**src/rtl/mux_share_pkg.sv**
```systemverilog
// mux_share_pkg: select codes, FSM state encoding and index-to-select helper for mux_share_arbiter.
package mux_share_pkg;
  localparam logic [1:0] SEL_A = 2'b00;
  localparam logic [1:0] SEL_B = 2'b10;
  localparam logic [1:0] SEL_C = 2'b01;
  localparam logic [1:0] SEL_D = 2'b11;
  localparam logic [0:0] IDLE  = 1'b0;
  localparam logic [0:0] GRANT = 1'b1;
  function automatic logic [1:0] idx_to_sel(input logic [1:0] idx);
    return idx == 2'd0 ? SEL_A : idx == 2'd1 ? SEL_B : idx == 2'd2 ? SEL_C : SEL_D;
  endfunction
endpackage

```
**src/rtl/rr_pick4.sv**
```systemverilog
// rr_pick4: combinational 4-way pick, round-robin after last_idx or fixed A>B>C>D priority
// when ARB_FIXED_PRIO_EN is defined.
module rr_pick4 (
  input  logic [3:0] req,
  input  logic [1:0] last_idx,
  output logic [3:0] win,
  output logic [1:0] idx
);
`ifdef ARB_FIXED_PRIO_EN
  logic unused;
  assign unused = ^last_idx;
  always_comb begin
    idx = 2'd0;
    for (int k = 3; k >= 0; k--) if (req[k]) idx = 2'(k);
    win = req == 4'b0 ? 4'b0 : 4'b1 << idx;
  end
`else
  // Descending scan so the nearest requester after last_idx overwrites; k=4 wraps to last_idx itself.
  always_comb begin
    idx = 2'd0;
    for (int k = 4; k >= 1; k--) if (req[last_idx + 2'(k)]) idx = last_idx + 2'(k);
    win = req == 4'b0 ? 4'b0 : 4'b1 << idx;
  end
`endif
endmodule

```
**src/rtl/mux_share_arbiter.sv**
```systemverilog
// mux_share_arbiter: round-robin share of a 4-input select datapath with registered valid/ready beats;
// ARB_FIXED_PRIO_EN switches the pick to fixed A>B>C>D priority.
module mux_share_arbiter
  import mux_share_pkg::*;
#(
  parameter int WIDTH    = 4,
  parameter int HOLD_MAX = 4
) (
  input  logic             Clock,
  input  logic             ResetN,
  input  logic [3:0]       Req,
  input  logic [WIDTH-1:0] A,
  input  logic [WIDTH-1:0] B,
  input  logic [WIDTH-1:0] C,
  input  logic [WIDTH-1:0] D,
  input  logic             OutReady,
  output logic [3:0]       Grant,
  output logic [1:0]       Select,
  output logic [WIDTH-1:0] Out,
  output logic             OutValid,
  output logic             Busy
);
  logic [0:0] state;
  logic [1:0] last_idx, cur_idx, pick_idx;
  logic [3:0] beat_cnt, pick_win;
  logic [WIDTH-1:0] src [4];
  logic cont;
  assign src = '{A, B, C, D};
  assign cont = Req[cur_idx] && ({28'd0, beat_cnt} + 32'd1 < 32'(HOLD_MAX));
  assign Busy = state == GRANT;
  // On release the current grant becomes the new last index, so it competes at lowest priority.
  rr_pick4 u_pick (
    .req(Req),
    .last_idx(state == GRANT ? cur_idx : last_idx),
    .win(pick_win),
    .idx(pick_idx)
  );
  always_ff @(posedge Clock or negedge ResetN) begin
    if (!ResetN) begin
      state    <= IDLE;
      Grant    <= '0;
      Select   <= SEL_A;
      Out      <= '0;
      OutValid <= 1'b0;
      beat_cnt <= '0;
      last_idx <= 2'd3;
      cur_idx  <= 2'd0;
    end else if (state == IDLE ? |Req : OutValid && OutReady) begin
      if (state == GRANT && cont) begin
        Out      <= src[cur_idx];
        beat_cnt <= beat_cnt + 4'd1;
      end else begin
        if (state == GRANT) last_idx <= cur_idx;
        if (|Req) begin
          state    <= GRANT;
          Grant    <= pick_win;
          Select   <= idx_to_sel(pick_idx);
          Out      <= src[pick_idx];
          OutValid <= 1'b1;
          beat_cnt <= '0;
          cur_idx  <= pick_idx;
        end else begin
          state    <= IDLE;
          Grant    <= '0;
          OutValid <= 1'b0;
        end
      end
    end
  end
endmodule

```
**config.mk**
```make
export PLATFORM = sky130hd
export DESIGN_NAME = mux_share_arbiter
export DESIGN_NICKNAME = d
export VERILOG_FILES = /design/src/rtl/mux_share_pkg.sv /design/src/rtl/rr_pick4.sv /design/src/rtl/mux_share_arbiter.sv
export SDC_FILE = /design/constraint.sdc
export NUM_CORES = 1
export LEC_CHECK = 0
export ABC_CLOCK_PERIOD_IN_PS = 2200
export BUFFER_PORTS_ARGS = -buffer_cell sky130_fd_sc_hd__buf_4
export CAP_MARGIN = 25
export CORE_MARGIN = 4
export CORE_UTILIZATION = 30
export DETAILED_ROUTE_END_ITERATION = 6
export MAX_ROUTING_LAYER = met4
export SLEW_MARGIN = 0
export SYNTH_ARGS = -nofsm -noshare
export SYNTH_HDL_FRONTEND = slang
export SYNTH_SLANG_ARGS = --single-unit
```
**constraint.sdc**
```tcl
create_clock -name Clock -period 2.2 [get_ports Clock]
set_input_delay 0.22 -clock Clock [delete_from_list [all_inputs] [get_ports Clock]]
set_output_delay 0.22 -clock Clock [all_outputs]
set_load 0.05 [all_outputs]
```
# == Word level (Yosys, flattened, before mapping) ==
# Index checks and enable logic that the tools add are counted.
# totals
inputBits,23
word_cells,68
regBits,19
# classes
bitwise,3
reduce_logical,10
shifts,1
mux,32
n_addsub,5
order_cmp,8
n_eq_ne,2
# ops
operator,n
4-bit 2-to-1 mux,10
4-bit binary-select mux with 2-bit select,2
2-bit 2-to-1 mux,8
"2-bit by 3-bit < comparator with 1-bit output, second input constant",5
1-bit binary-select mux with 2-bit select,5
1-bit 2-to-1 mux,7
"3-bit >= comparator, second input constant",2
2-bit NOT with 3-bit output,2
"4-bit by 1-bit adder with 5-bit output, second input constant",1
"5-bit by 3-bit < comparator with 1-bit output, second input constant",1
"2-bit adder, second input constant",2
"4-bit by 1-bit adder with 4-bit output, second input constant",1
4-bit logical NOT,1
2-bit AND reduction,2
4-bit OR reduction,1
"1-bit by 2-bit << shifter with 4-bit output, first input constant",1
1-bit logical AND,3
3-bit AND reduction,1
"2-bit by 1-bit adder with 2-bit output, second input constant",1
"2-bit by 1-bit equality test with 1-bit output, second input constant",1
"2-bit equality test, second input constant",1
2-bit logical NOT,1
2-bit nonzero test,1
1-bit NOT,1

# == Longest topological paths before layout ==
# Gate-level depths: netlist of run 1.
# depth
ltp_word,13
mapped_depth,8
mapped_depth_nobuf,7

# == By module ==
# From an unflattened synthesis of run 1, not the netlist that was laid out.
# unflattened
hier_cells,134
hier_area_um2,1430.1
# by_module_without_submodules
mod,seq_area_each_um2,area_per_inst_um2,cells_per_inst,n_inst
mux_share_arbiter,478.0,1199.9,101,1
rr_pick4,0.0,230.2,33,1

# == Least setup slack after synthesis of run 1 ==
# No wires, ideal clock.
# synth_timing
path_type,register to register
start,register state (netlist: Busy)
end,register Out[0]
n_path_buf,1
stages_incl_launch_ff,7
required_ns,2.118
path_slack_ns,-0.177
period_less_slack_ns,2.377
setup_time_ns,0.082
arrival_ns,2.295
path_cell_list,dfrtp_1 > buf_6 > mux2_2 > a211o_1 > a21oi_2 > mux2_2 > a22oi_2
# synth_between
elab_chain_len,13
word_cells_on_any_way,27
cone_classes,3 x add/sub; 19 x mux; 1 x bitwise; 4 x reduce/logical
# synth_lines
item,line,rtl
from (decl),mux_share_arbiter.sv:23,logic [0:0] state;
from (signal assigned),mux_share_arbiter.sv:40,state <= IDLE;
from (signal assigned),mux_share_arbiter.sv:55,state <= GRANT;
from (signal assigned),mux_share_arbiter.sv:63,state <= IDLE;
2-bit 2-to-1 mux,-,
2-bit adder / 1-bit binary-select mux with 2-bit select (equally long branches),rr_pick4.sv:21,for (int k = 4; k >= 1; k--) if (req[last_idx + 2'(k)]) idx = last_idx + 2'(k);
1-bit binary-select mux with 2-bit select / 1-bit 2-to-1 mux (equally long branches),rr_pick4.sv:21,
1-bit 2-to-1 mux (implied by the code) / 2-bit 2-to-1 mux (equally long branches),rr_pick4.sv:21,
2-bit 2-to-1 mux (3 in a row),rr_pick4.sv:21,
2-bit NOT with 3-bit output (implied by the code),mux_share_arbiter.sv:58,Out <= src[pick_idx];
4-bit binary-select mux with 2-bit select,mux_share_arbiter.sv:58,
4-bit 2-to-1 mux (implied by the code) (2 in a row),mux_share_arbiter.sv:58,
4-bit 2-to-1 mux,mux_share_arbiter.sv:54,if (|Req) begin
4-bit 2-to-1 mux,mux_share_arbiter.sv:49,if (state == GRANT && cont) begin
to (signal assigned),mux_share_arbiter.sv:50,Out <= src[cur_idx];
to (signal assigned),mux_share_arbiter.sv:58,
to (decl),mux_share_arbiter.sv:19,"output logic [WIDTH-1:0] Out,"
# Several ways; a longest one is shown, not always the timed one. The select of a mux whose other input is x is not followed.
# A chain may end at the register's enable or synchronous reset.

==> summary.txt, run 1 <==
Status
  – Status: finished, final reports clean

Setup path
  – CP max FO: 15
  – Buf/Inv on CP: 0
  – Max incr delay on CP: around 0.58 ns
  – Worst-path cell chain: mux4_2 -> o2111a_1 -> nor2_1 -> o21ai_0 -> a22oi_2
  – Top Family by Delay on Critical Path: compound AO/OA/AOI/OAI gates
  – Slowest CP cell: mux4_2
  – WS Path Type: reg2reg
  – Worst Path Arrival: ~2.2 ns
  – Worst Setup End Kind: flip-flop
  – CP Launch Type: flip-flop
  – CP required: between 2 and 2.5 ns

Placed design
  – Input/output buffers: 34
  – Routability congestion estimate: about 0.79
  – Pre-CTS WS: about 0.0083 ns
  – Post-DP HPWL: ~2500 um
  – Placed Cells: roughly 200

Global route
  – First-pass GRT wire length: between 5000 and 6000 um
  – Vias in the first global route: 1131
  – Gr usage total: 0.135
  – Initial antenna violation count: 0
  – GRT overflow: 0
  – Largest net degree at the start of global routing: 19

Run
  – Max Cap Viol: 0

STA
  – Slew Viols, Final: 0
  – Period minus WS final: between 2 and 2.5 ns
  – Final Cycle Share: 0.924
  – Hold Vio Cnt, Final: 0
  – Final Skew: around 0.0046 ns
  – Worst Tran Pin Value: between 0.4 and 0.5 ns
  – Setup TNS: 0 ns
  – Unrepaired setup endpoints after global routing: false
  – F_max: between 400 and 500 MHz
  – Final Setup Violations: 0
  – Slew HR: 0.677
  – Hold WS: roughly 0.32 ns
  – Final worst slack: between 0.15 and 0.2 ns

Final layout
  – Sequential Area: 454 um^2
  – Fill cells: 414
  – Layout Cells excl Fill: 211
  – Multi-input logic area: 746 um^2
  – Fin nets: 186
  – Ant diodes: 0
  – Layout area overhead: 31.6%
  – Fraction of layout cells with a size suffix above 1: 0.410

Clocking
  – CTS root buffer: clkbuf_8
  – Clock transition at path regs: about 0.07 ns
  – CTS buffer count: 3
  – H-tree levels: 1
  – Clock sinks: 18
  – Clk buf depth: 2
  – Clk Latency, worst-skew pair: ~0.25 ns
  – TritonCTS clock tree: done

Logic synthesis
  – Syn. warnings: 0
  – Syn_nets: roughly 150
  – Top_reg_cell synth: dfrtp_1
  – Post-synth EDFFs: 0
  – Synth Register Bits: 18
  – Post-synth cell types: 33
  – Register area share after synthesis: 0.361
  – Synthesized area per cell: 10.2 um^2
  – Syn Inst Count: roughly 120
  – Post-synth ARST share: 1.00
  – Post-Syn Area: about 1300 um^2

Min path
  – Worst hold path class: in2reg

Detailed routing
  – DR DRC count: 0
  – Antenna Violating Nets Remaining: 0
  – WL/cell: 15.0 um
  – Post-Route WL: 3170 um
  – First drt pass iteration count: 4
  – Via count: 1100
  – Drt initial violations: 67
  – Via-per-instance ratio: 5.21

Floorplan
  – Die height: about 73 um
  – Core area: between 4000 and 5000 um^2
  – Die ar.: approximately 5300 um^2
  – # IOs: 35
  – Effective utilization at floorplan: 0.311
  – Die Width: ~73 um
  – Rows: 23

Power and ir drop
  – Leak Pwr: around 0.76 nW
  – Maximum VDD drop: around 0.43 mV
  – Cell Pwr Density: 1540 nW/um^2
-- flip-flops by register name, summed over array words and instances (netlist names) --
signal / cells
last_idx: 2
beat_cnt: 4
cur_idx: 1
Grant: 4
Out: 4
Busy: 1
Select: 2
-- worst paths after layout --
kind | slack, ns | cells past startpoint | endpoint | from
worst max-delay path | 0.17 | 5 | Out[1]$_DFFE_PN0P_ | Select[1]$_DFFE_PN0P_
worst min-delay path | 0.32 | 3 | Out[0]$_DFFE_PN0P_ | OutReady
worst max register to register | 0.17 | 5 | Out[1]$_DFFE_PN0P_ | Select[1]$_DFFE_PN0P_
worst min register to register | 0.49 | 2 | Grant[2]$_DFFE_PN0P_ | Grant[2]$_DFFE_PN0P_
max in group asynchronous | 1.57 | 2 | last_idx[0]$_DFFE_PN1P_ | ResetN
min in group asynchronous | 0.37 | 2 | beat_cnt[3]$_DFFE_PN0P_ | ResetN
-- placed cells by master, fill, tap and decap left out, types with 3 or more instances in the layout --
cell / n
buf_4: 41
nand2_1: 18
dfrtp_1: 15
o21ai_0: 13
a21oi_1: 11
mux2i_1: 10
and2_1: 6
mux4_2: 5
inv_1: 4
mux2_2: 4
a22oi_2: 4
clkbuf_8: 4
nor2_1: 3
-- tightest hold or removal path: stages --
cell,delay (ns)
buf_4,0.14
o21ai_0,0.09
a22oi_2,0.08
-- per-stage QoR --
| step | area, um^2 | power (mW) | utilization |
|---|---|---|---|
| 3_5_place_dp | 1580 | 2.27 | 0.391 |
| 2_1_floorplan | 1260 | 1.87 | - |
| 5_1_grt | 1650 | 2.73 | 0.410 |
| 4_1_cts | 1650 | 2.57 | 0.410 |
| 6_report | 1650 | 2.54 | 0.410 |
| 3_3_place_gp | 1580 | 2.24 | 0.391 |
-- where the power goes --
part,internal [mW],switching (mW)
Sequential,0.481,0.123
Clock,0.159,0.110
Combinational,0.692,0.979
-- timing repair --
action                                  CTS  global route
resized for setup                         1             0
endpoints found under the setup margin    2             0
setup buffers                             0             0
hold buffers                              1             0
endpoints found under the hold margin    16             0
-- layer usage --
layer  up-vias  wire (um)  GRT usage
li1        539          -          -
met1       520       1460      0.189
met2        37       1510      0.199
met3         4        154     0.0207
met4         0         45     0.0430
met5         -          0          -
-- logic make-up (layout without fill, tap and decap cells) --
group                    count (synthesis)  count (layout)  share of synthesized area
multiplexers                            21              21                      0.236
adder cells (fa/ha/maj)                  1               1                    0.00998
flip-flops                              18              18                      0.361
AND/OR/NAND/NOR                         32              32                      0.119
buffers and inverters                   12              50                     0.0569
AO/OA/AOI/OAI                           39              39                      0.218
-- synthesized netlist by cell type, drive strengths merged, types with 2 or more instances --
cell type | n | area [um^2]
a21o | 2 | 15.0
o21ai | 13 | 65.1
mux2 | 5 | 60.1
dfstp | 2 | 52.6
a22oi | 4 | 50.1
and2 | 6 | 37.5
buf | 7 | 52.5
nor2 | 4 | 17.5
mux4 | 5 | 113
nand2 | 18 | 67.6
dfrtp | 16 | 400
inv | 4 | 15.0
mux2i | 11 | 123
a32o | 2 | 20.0
a21oi | 12 | 63.8
-- area by class of cell --
type	instances	area share
Clock buffer	4	0.0334
Inverter	4	0.00910
Multi-Input combinational cell	93	0.452
Sequential cell	18	0.275
Tap cell	50	0.0379
Timing Repair Buffer	42	0.193
Note: power is estimated with default switching activity, not from simulation.
==> run 2: changes to the inputs <==
Settings changed: CORE_UTILIZATION 30 to 54, CTS_BUF_LIST set to sky130_fd_sc_hd__clkbuf_8, GPL_TIMING_DRIVEN set to 0, PLACE_DENSITY set to 0.82.
==> run 2 against run 1 <==
Global-route usage is 7.0 points higher. Utilization is 34 points higher. Routed wire length is 11% lower. Sequential share of layout area stayed put. Clock skew is 0.0021 ns lower. Critical path depth is 3 higher. Final cell count is 8.5% lower. Total power is 1.8% higher. Sequential cell count stayed put. Critical path type unchanged. Die area is 40% lower. Maximum frequency is 3.4% lower. Via count is 0.36% lower.
==> summary.txt, run 2 (synthesized netlist as in run 1, its figures left out) <==
STA
  – Final Setup Violations: 0 (unchanged)
  – Slew HR: 0.556 (-0.120)
  – Slew Viols, Final: 0 (unchanged)
  – Hold Vio Cnt, Final: 0 (unchanged)
  – Worst Tran Pin Value: 0.660 ns (+0.177 ns)
  – F_max: 476 MHz (-3.4%)
  – Final Skew: 0.00246 ns (-0.00210 ns)
  – Period minus WS final: 2.10 ns (+0.0706 ns)
  – Final Cycle Share: 0.956 (+0.0321)
  – Final worst slack: 0.0973 ns (-0.0706 ns)

Setup path
  – Slowest CP cell: dfrtp_2
  – CP required: 2.38 ns (about the same)
  – CP Launch Type: flip-flop
  – Buf/Inv on CP: 2 (+2)
  – Worst Setup End Kind: flip-flop
  – Worst-path cell chain: buf_8 -> mux2i_4 -> mux2i_2 -> o211ai_2 -> buf_6 -> mux2i_1 -> mux2_2 -> a22oi_2
  – CP max FO: 10 (-5)
  – WS Path Type: reg2reg
  – Max incr delay on CP: 0.39 ns (-0.19 ns)
  – Worst Path Arrival: 2.28 ns (+0.07 ns)
  – Top Family by Delay on Critical Path: multiplexers

Placed design
  – Cell Area, Placed: 1550 um^2 (-1.5%)
  – Input/output buffers: 34 (unchanged)
  – Routability congestion estimate: 0.857 (+8.7%)
  – Pre-CTS WS: 0.0581 ns (+0.0497 ns)
  – Placed Cells: 185 (-10%)
  – Post-DP HPWL: 2230 um (-12%)

Run
  – Max Cap Viol: 0 (unchanged)

Final layout
  – Fraction of layout cells with a size suffix above 1: 0.424 (+0.0143)
  – Commonest non-fill, non-tap cells in the layout: buf_4 (39), nand2_1 (18), dfrtp_1 (15)
  – Registers with the most flip-flops: Grant x4, Out x4, beat_cnt x4
  – Commonest non-fill, non-tap cell in the layout: buf_4
  – Ant diodes: 0 (unchanged)
  – Fin nets: 190 (+2.2%)
  – Layout area overhead: 31.6% (unchanged)
  – Layout Cells excl Fill: 193 (-8.5%)
  – Final Instance Area: 1650 um^2 (unchanged)

Clocking
  – Clock sinks: 18 (unchanged)
  – CTS root buffer: clkbuf_8
  – Clk buf depth: 2 (unchanged)
  – Clock transition at path regs: 0.07 ns (about the same)
  – H-tree levels: 1 (unchanged)
  – Clk Latency, worst-skew pair: 0.25 ns (about the same)
  – CTS buffer count: 3 (unchanged)
  – TritonCTS clock tree: done

Detailed routing
  – Via-per-instance ratio: 5.68 (+8.9%)
  – WL/cell: 14.7 um (-2.2%)
  – First drt pass iteration count: 4 (unchanged)
  – DR DRC count: 0 (unchanged)
  – Post-Route WL: 2830 um (-11%)
  – Antenna Violating Nets Remaining: 0 (unchanged)
  – Drt initial violations: 29 (-57%)
  – Via count: 1096 (-0.36%)

Global route
  – Vias in the first global route: 1163 (+2.8%)
  – First-pass GRT wire length: 5130 um (-5.9%)
  – Largest net degree at the start of global routing: 19 (unchanged)
  – Gr usage total: 0.205 (+0.0705)
  – Initial antenna violation count: 0 (unchanged)
  – GRT overflow: 0 (unchanged)

Floorplan
  – # IOs: 35 (unchanged)
  – Rows: 17 (-26%)
  – Die ar.: 3160 um^2 (-40%)
  – Die height: 56.2 um (-23%)
  – Core area: 2210 um^2 (-45%)
  – Die Width: 56.2 um (-23%)
  – Effective utilization at floorplan: 0.567 (+0.256)

Min path
  – Worst hold path class: in2reg

Power and ir drop
  – Leak Pwr: 0.773 nW (+1.9%)
  – Cell Pwr Density: 1570 nW/um^2 (+1.8%)
  – Maximum VDD drop: 0.964 mV (+130%)

Status
  – Status: finished, final reports clean
-- run 2: cell count changes in the layout (fill, tap and decap cells not counted), sizes merged --
cell and change:
clkbuf +2, buf +2
-- run 2: power by group --
group | switching, mW | leakage, nW | total, mW | internal [mW]
combinational | 1.01 | 0.522 | 1.75 | 0.746
sequential | 0.0902 | 0.222 | 0.571 | 0.480
clock | 0.109 | 0.0288 | 0.268 | 0.159
total | 1.20 | 0.773 | 2.59 | 1.39
-- run 2: worst register-to-register path, stage by stage, from the launching register on --
cell and delay, ns:
dfrtp_2 0.39, buf_8 0.14, mux2i_4 0.34, mux2i_2 0.29
o211ai_2 0.15, buf_6 0.18, mux2i_1 0.12, mux2_2 0.28
a22oi_2 0.14
-- run 2: per-layer routing --
metal | global-route usage | vias up | share of wire
met5 | - | - | 0
met4 | 0.0814 | 0 | 0.018
met3 | 0.0302 | 6 | 0.052
met2 | 0.347 | 31 | 0.51
met1 | 0.245 | 523 | 0.42
li1 | - | 536 | -
-- run 2: area by class of cell --
cell class / instances / area [um^2]
Inverter: 4 / 15.0
Multi-Input combinational cell: 93 / 741
Clock buffer: 4 / 55.1
Timing Repair Buffer: 38 / 288
Buffer: 8 / 62.6
Fill cell: 167 / 562
Tap cell: 28 / 35.0
Sequential cell: 18 / 454
-- run 2: what timing repair did --
| item | CTS | global route |
|---|---|---|
| endpoints found under the hold margin | 16 | 0 |
| hold buffers | 1 | 0 |
| buffers inserted | 0 | 3 |
| endpoints found under the setup margin | 0 | 6 |
| resized for setup | 0 | 3 |
-- run 2: stage by stage --
stage	power [mW]	hold slack [ns]	util	TNS (ns)
after floorplan	1.87	-0.0756	-	0
after global routing	2.78	0.313	0.746	-0.0458
after global placement	2.21	0.0968	0.702	0
after detailed placement	2.26	0.100	0.702	0
final	2.59	0.301	0.746	0
after CTS	2.53	0.296	0.731	0
-- run 2: path summary, 6_finish.rpt --
kind	from	end	slack (ns)	cells after the start
max	Busy$_DFFE_PN0P_	Out[1]$_DFFE_PN0P_	0.1	8
min	OutReady	Busy$_DFFE_PN0P_	0.30	3
max reg2reg	Busy$_DFFE_PN0P_	Out[1]$_DFFE_PN0P_	0.1	8
min reg2reg	Grant[2]$_DFFE_PN0P_	Grant[2]$_DFFE_PN0P_	0.48	2
max in group asynchronous	ResetN	last_idx[0]$_DFFE_PN1P_	1.57	2
min in group asynchronous	ResetN	Select[1]$_DFFE_PN0P_	0.37	2
==> run 3: changes to the inputs <==
Settings changed: ABC_CLOCK_PERIOD_IN_PS 2200 to 1810, CORE_UTILIZATION 54 to 50, PLACE_DENSITY 0.82 to 0.78, SYNTH_HIERARCHICAL set to 1.
Clock period 2.2 ns to 1.81 ns, I/O delays scaled along.
==> run 3 against run 2 <==
The run now ends with setup timing left. Sequential cell count rose by 1. Combinational power rose by 53%. Die area rose by 20%. Register-to-register slack got worse by 0.76 ns. Sequential share of layout area fell by 4.1 points.
==> summary.txt, run 3 <==
Status
  – Status: finished with violations
  – Failing checks: setup timing

Clocking
  – TritonCTS clock tree: done
  – Clk Latency, worst-skew pair: 0.26 ns (about the same)
  – Clock sinks: 19 (+1)
  – H-tree levels: 1 (unchanged)
  – Clock transition at path regs: 0.08 ns (about the same)
  – CTS buffer count: 3 (unchanged)
  – Clk buf depth: 2 (unchanged)
  – CTS root buffer: clkbuf_8

Power and ir drop
  – Power share of the sequential group: 0.200 (-0.020)
  – Clk pwr share: 0.082 (-0.021)
  – Switching power: 1.63 mW (+35%)
  – Final Total Pwr: 3.74 mW (+44%)
  – Cell internal pwr: 2.11 mW (+52%)
  – Net switching share of the total power: 0.435 (-0.0299)
  – Leak Pwr: 0.944 nW (+22%)
  – Maximum VDD drop: 1.25 mV (+30%)
  – Cell Pwr Density: 1820 nW/um^2 (+16%)
  – Logic gate share of total power: 0.718 (+0.042)

Logic synthesis
  – Synthesized area per cell: 10.7 um^2 (+4.7%)
  – Syn Inst Count: 134 (+8.9%)
  – Top_reg_cell synth: dfrtp_1
  – Most frequent cells after synthesis: dfrtp_1 (17), nand2_1 (16), inv_1 (7), o31ai_1 (7), mux2i_1 (6)
  – Post-synth cell types: 43 (+30%)
  – Register area share after synthesis: 0.334 (-0.0271)
  – Synth Register Bits: 19 (+1)
  – Synth area leaders: dfrtp_1 (30%), mux4_2 (7.9%), mux4_4 (5.2%), mux2i_1 (4.2%), nand2_1 (4.2%)
  – Most common cell in the netlist: dfrtp_1
  – Syn. warnings: 6 (+6)
  – Cell accounting for the most synthesized area: dfrtp_1
  – Post-synth ARST share: 1.00 (unchanged)
  – Post-synth EDFFs: 0 (unchanged)
  – Syn_nets: 158 (+7.5%)
  – Post-Syn Area: 1430 um^2 (+14%)
  – Synth top area share: 0.297 (-0.0219)

Setup path
  – RR Endpoint: Out[0]$_DFFE_PN0P_
  – Worst-path cell chain: mux2_4 -> and2b_4 -> a21oi_2 -> o221ai_1 -> buf_4 -> mux4_2 -> and3_4 -> o31ai_2 -> o211ai_1
  – Crit Reg-Reg Startpoint: Busy$_DFFE_PN0P_
  – Worst R2R Setup Slack: -0.67 ns (-0.76 ns)
  – Worst Setup End Kind: flip-flop
  – R2r worst-path depth: 9 (+1)
  – CP Launch Type: flip-flop
  – Buf/Inv on CP: 1 (-1)
  – Top Family by Delay on Critical Path: multiplexers
  – WS Path Type: reg2reg
  – Max incr delay on CP: 0.50 ns (+0.11 ns)
  – Crit path depth: 9 (+1)
  – CP required: 1.94 ns (-0.44 ns)
  – Worst Path Arrival: 2.60 ns (+0.32 ns)
  – CP max FO: 6 (-4)
  – Slowest CP cell: mux4_2

STA
  – Final worst slack: -0.667 ns (-0.764 ns)
  – F_max: 404 MHz (-15%)
  – Slew HR: 0.657 (+0.101)
  – Setup TNS: -3.07 ns (-3.07 ns)
  – Final Skew: 0.000631 ns (-0.00183 ns)
  – Final Cycle Share: 1.37 (+0.413)
  – Slew Viols, Final: 0 (unchanged)
  – Worst Tran Pin Value: 0.509 ns (-0.151 ns)
  – Period minus WS final: 2.48 ns (+0.374 ns)
  – Final Setup Violations: 10 (+10)
  – Unrepaired setup endpoints after global routing: true
  – Hold Vio Cnt, Final: 0 (unchanged)

Placed design
  – Input/output buffers: 34 (unchanged)
  – Post-DP HPWL: 2600 um (+17%)
  – Routability congestion estimate: 0.861 (+0.48%)
  – Pre-CTS WS: -0.818 ns (-0.877 ns)

Final layout
  – Fin nets: 212 (+12%)
  – Multi-input logic area: 970 um^2 (+31%)
  – Commonest non-fill, non-tap cell in the layout: buf_4
  – Sequential Area: 480 um^2 (+5.8%)
  – Layout area overhead: 43.6%
  – Fraction of layout cells with a size suffix above 1: 0.540 (+0.116)
  – Commonest non-fill, non-tap cells in the layout: buf_4 (49), nand2_1 (16), dfrtp_1 (15)
  – Fill cells: 172 (+3.0%)
  – Ant diodes: 0 (unchanged)
  – Registers with the most flip-flops: Grant x4, Out x4, beat_cnt x4

Detailed routing
  – Post-Route WL: 3960 um (+40%)
  – Via-per-instance ratio: 6.04 (+6.4%)
  – DR DRC count: 0 (unchanged)
  – First drt pass iteration count: 4 (unchanged)
  – Drt initial violations: 61 (+110%)
  – WL/cell: 18.2 um (+24%)
  – Via count: 1317 (+20%)
  – Antenna Violating Nets Remaining: 0 (unchanged)

Floorplan
  – # IOs: 35 (unchanged)
  – Effective utilization at floorplan: 0.523 (-0.0436)
  – Core area: 2730 um^2 (+24%)
  – Rows: 19 (+2)
  – Die height: 61.5 um (+9.4%)
  – Die Width: 61.5 um (+9.4%)
  – Die ar.: 3780 um^2 (+20%)

Global route
  – Gr usage total: 0.208 (+0.00302)
  – Vias in the first global route: 1257 (+8.1%)
  – GRT overflow: 0 (unchanged)
  – Initial antenna violation count: 0 (unchanged)
  – Largest net degree at the start of global routing: 20 (+1)
  – First-pass GRT wire length: 5800 um (+13%)

Min path
  – Worst hold path class: in2reg
  – Hold Startpoint: OutReady
  – Min-Delay Endpoint: Busy$_DFFE_PN0P_
  – Worst hold path cell count: 3 (unchanged)

Run
  – Max Cap Viol: 0 (unchanged)
==> run 3: cell count changes after synthesis, moves of 4 or more <==
cell	before	now
a22oi_2	4	0
a21oi_1	11	4
o31ai_1	0	7
o21ai_0	13	2
mux2i_1	10	6
and3_1	0	4
o211ai_1	0	4
==> run 3: power by group through the flow <==
stage	clock network [mW]	logic [mW]	registers (mW)
2_1_floorplan	0	1.28	1.09
3_3_place_gp	0	2.04	0.724
3_5_place_dp	0	2.10	0.739
4_1_cts	0.304	2.32	0.759
5_1_grt	0.318	2.87	0.773
6_report	0.306	2.68	0.747
==> run 3: worst reg2reg max path: cells and delay by family (launching register included) <==
family                 cells  cell delay [ns]
AOI/OAI and AO/OA          4             0.41
buffers and inverters      1             0.20
DFF                        1             0.44
muxes                      2             0.84
and+or+nand+nor            2             0.45
==> run 3: cells by family after synthesis <==
kind of cell    share of synthesized area
compound gates                      0.187
fa+ha+maj                         0.00875
buf+inv                            0.0779
flops                               0.334
mux                                 0.252
simple gates                        0.140
==> run 3: worst max path at each step <==
stage                                 from                 end  slack (ns)
finish                    Busy$_DFFE_PN0P_  Out[0]$_DFFE_PN0P_       -0.67
global route              Busy$_DFFE_PN0P_  Out[2]$_DFFE_PN0P_       -0.81
CTS                       Busy$_DFFE_PN0P_  Out[1]$_DFFE_PN0P_       -0.64
detailed placement  cur_idx[0]$_DFFE_PN0P_  Out[1]$_DFFE_PN0P_       -0.82
global placement    cur_idx[0]$_DFFE_PN0P_  Out[1]$_DFFE_PN0P_       -0.74
floorplan                 Busy$_DFFE_PN0P_  Out[0]$_DFFE_PN0P_       -0.69
==> run 3: through the flow <==
stage / instances / util / cell area [um^2] / hold WS [ns]
2_1_floorplan: 134 / - / 1450 / -0.115
3_3_place_gp: 199 / 0.637 / 1740 / 0.0634
3_5_place_dp: 199 / 0.637 / 1740 / 0.0709
4_1_cts: 211 / 0.695 / 1900 / 0.243
5_1_grt: 218 / 0.751 / 2050 / 0.280
6_report: 218 / 0.751 / 2050 / 0.261
==> run 3: timing repair <==
action / CTS / global route
pin swaps: 3 / 9
hold buffers: 1 / 0
setup buffers: 8 / 8
gates resized for setup: 7 / 23
hold endpoints to repair: 17 / 0
endpoints found under the setup margin: 17 / 17
==> run 3: final cells by class <==
cell class,instances,area share
clock inverters,1,0.00244
flip-flops and latches,19,0.234
inverters,7,0.0128
well taps,31,0.0189
plain buffers,9,0.0420
clock buffers,3,0.0201
repair buffers,51,0.197
multi-input cells,97,0.472
==> run 3: layer usage <==
metal  GRT usage  wire (um)  vias to the layer above
met5           -          0                        -
met3      0.0252        208                       17
met1       0.239       1450                      658
li1            -          -                      595
met4      0.0697        164                        0
met2       0.372       2140                       47
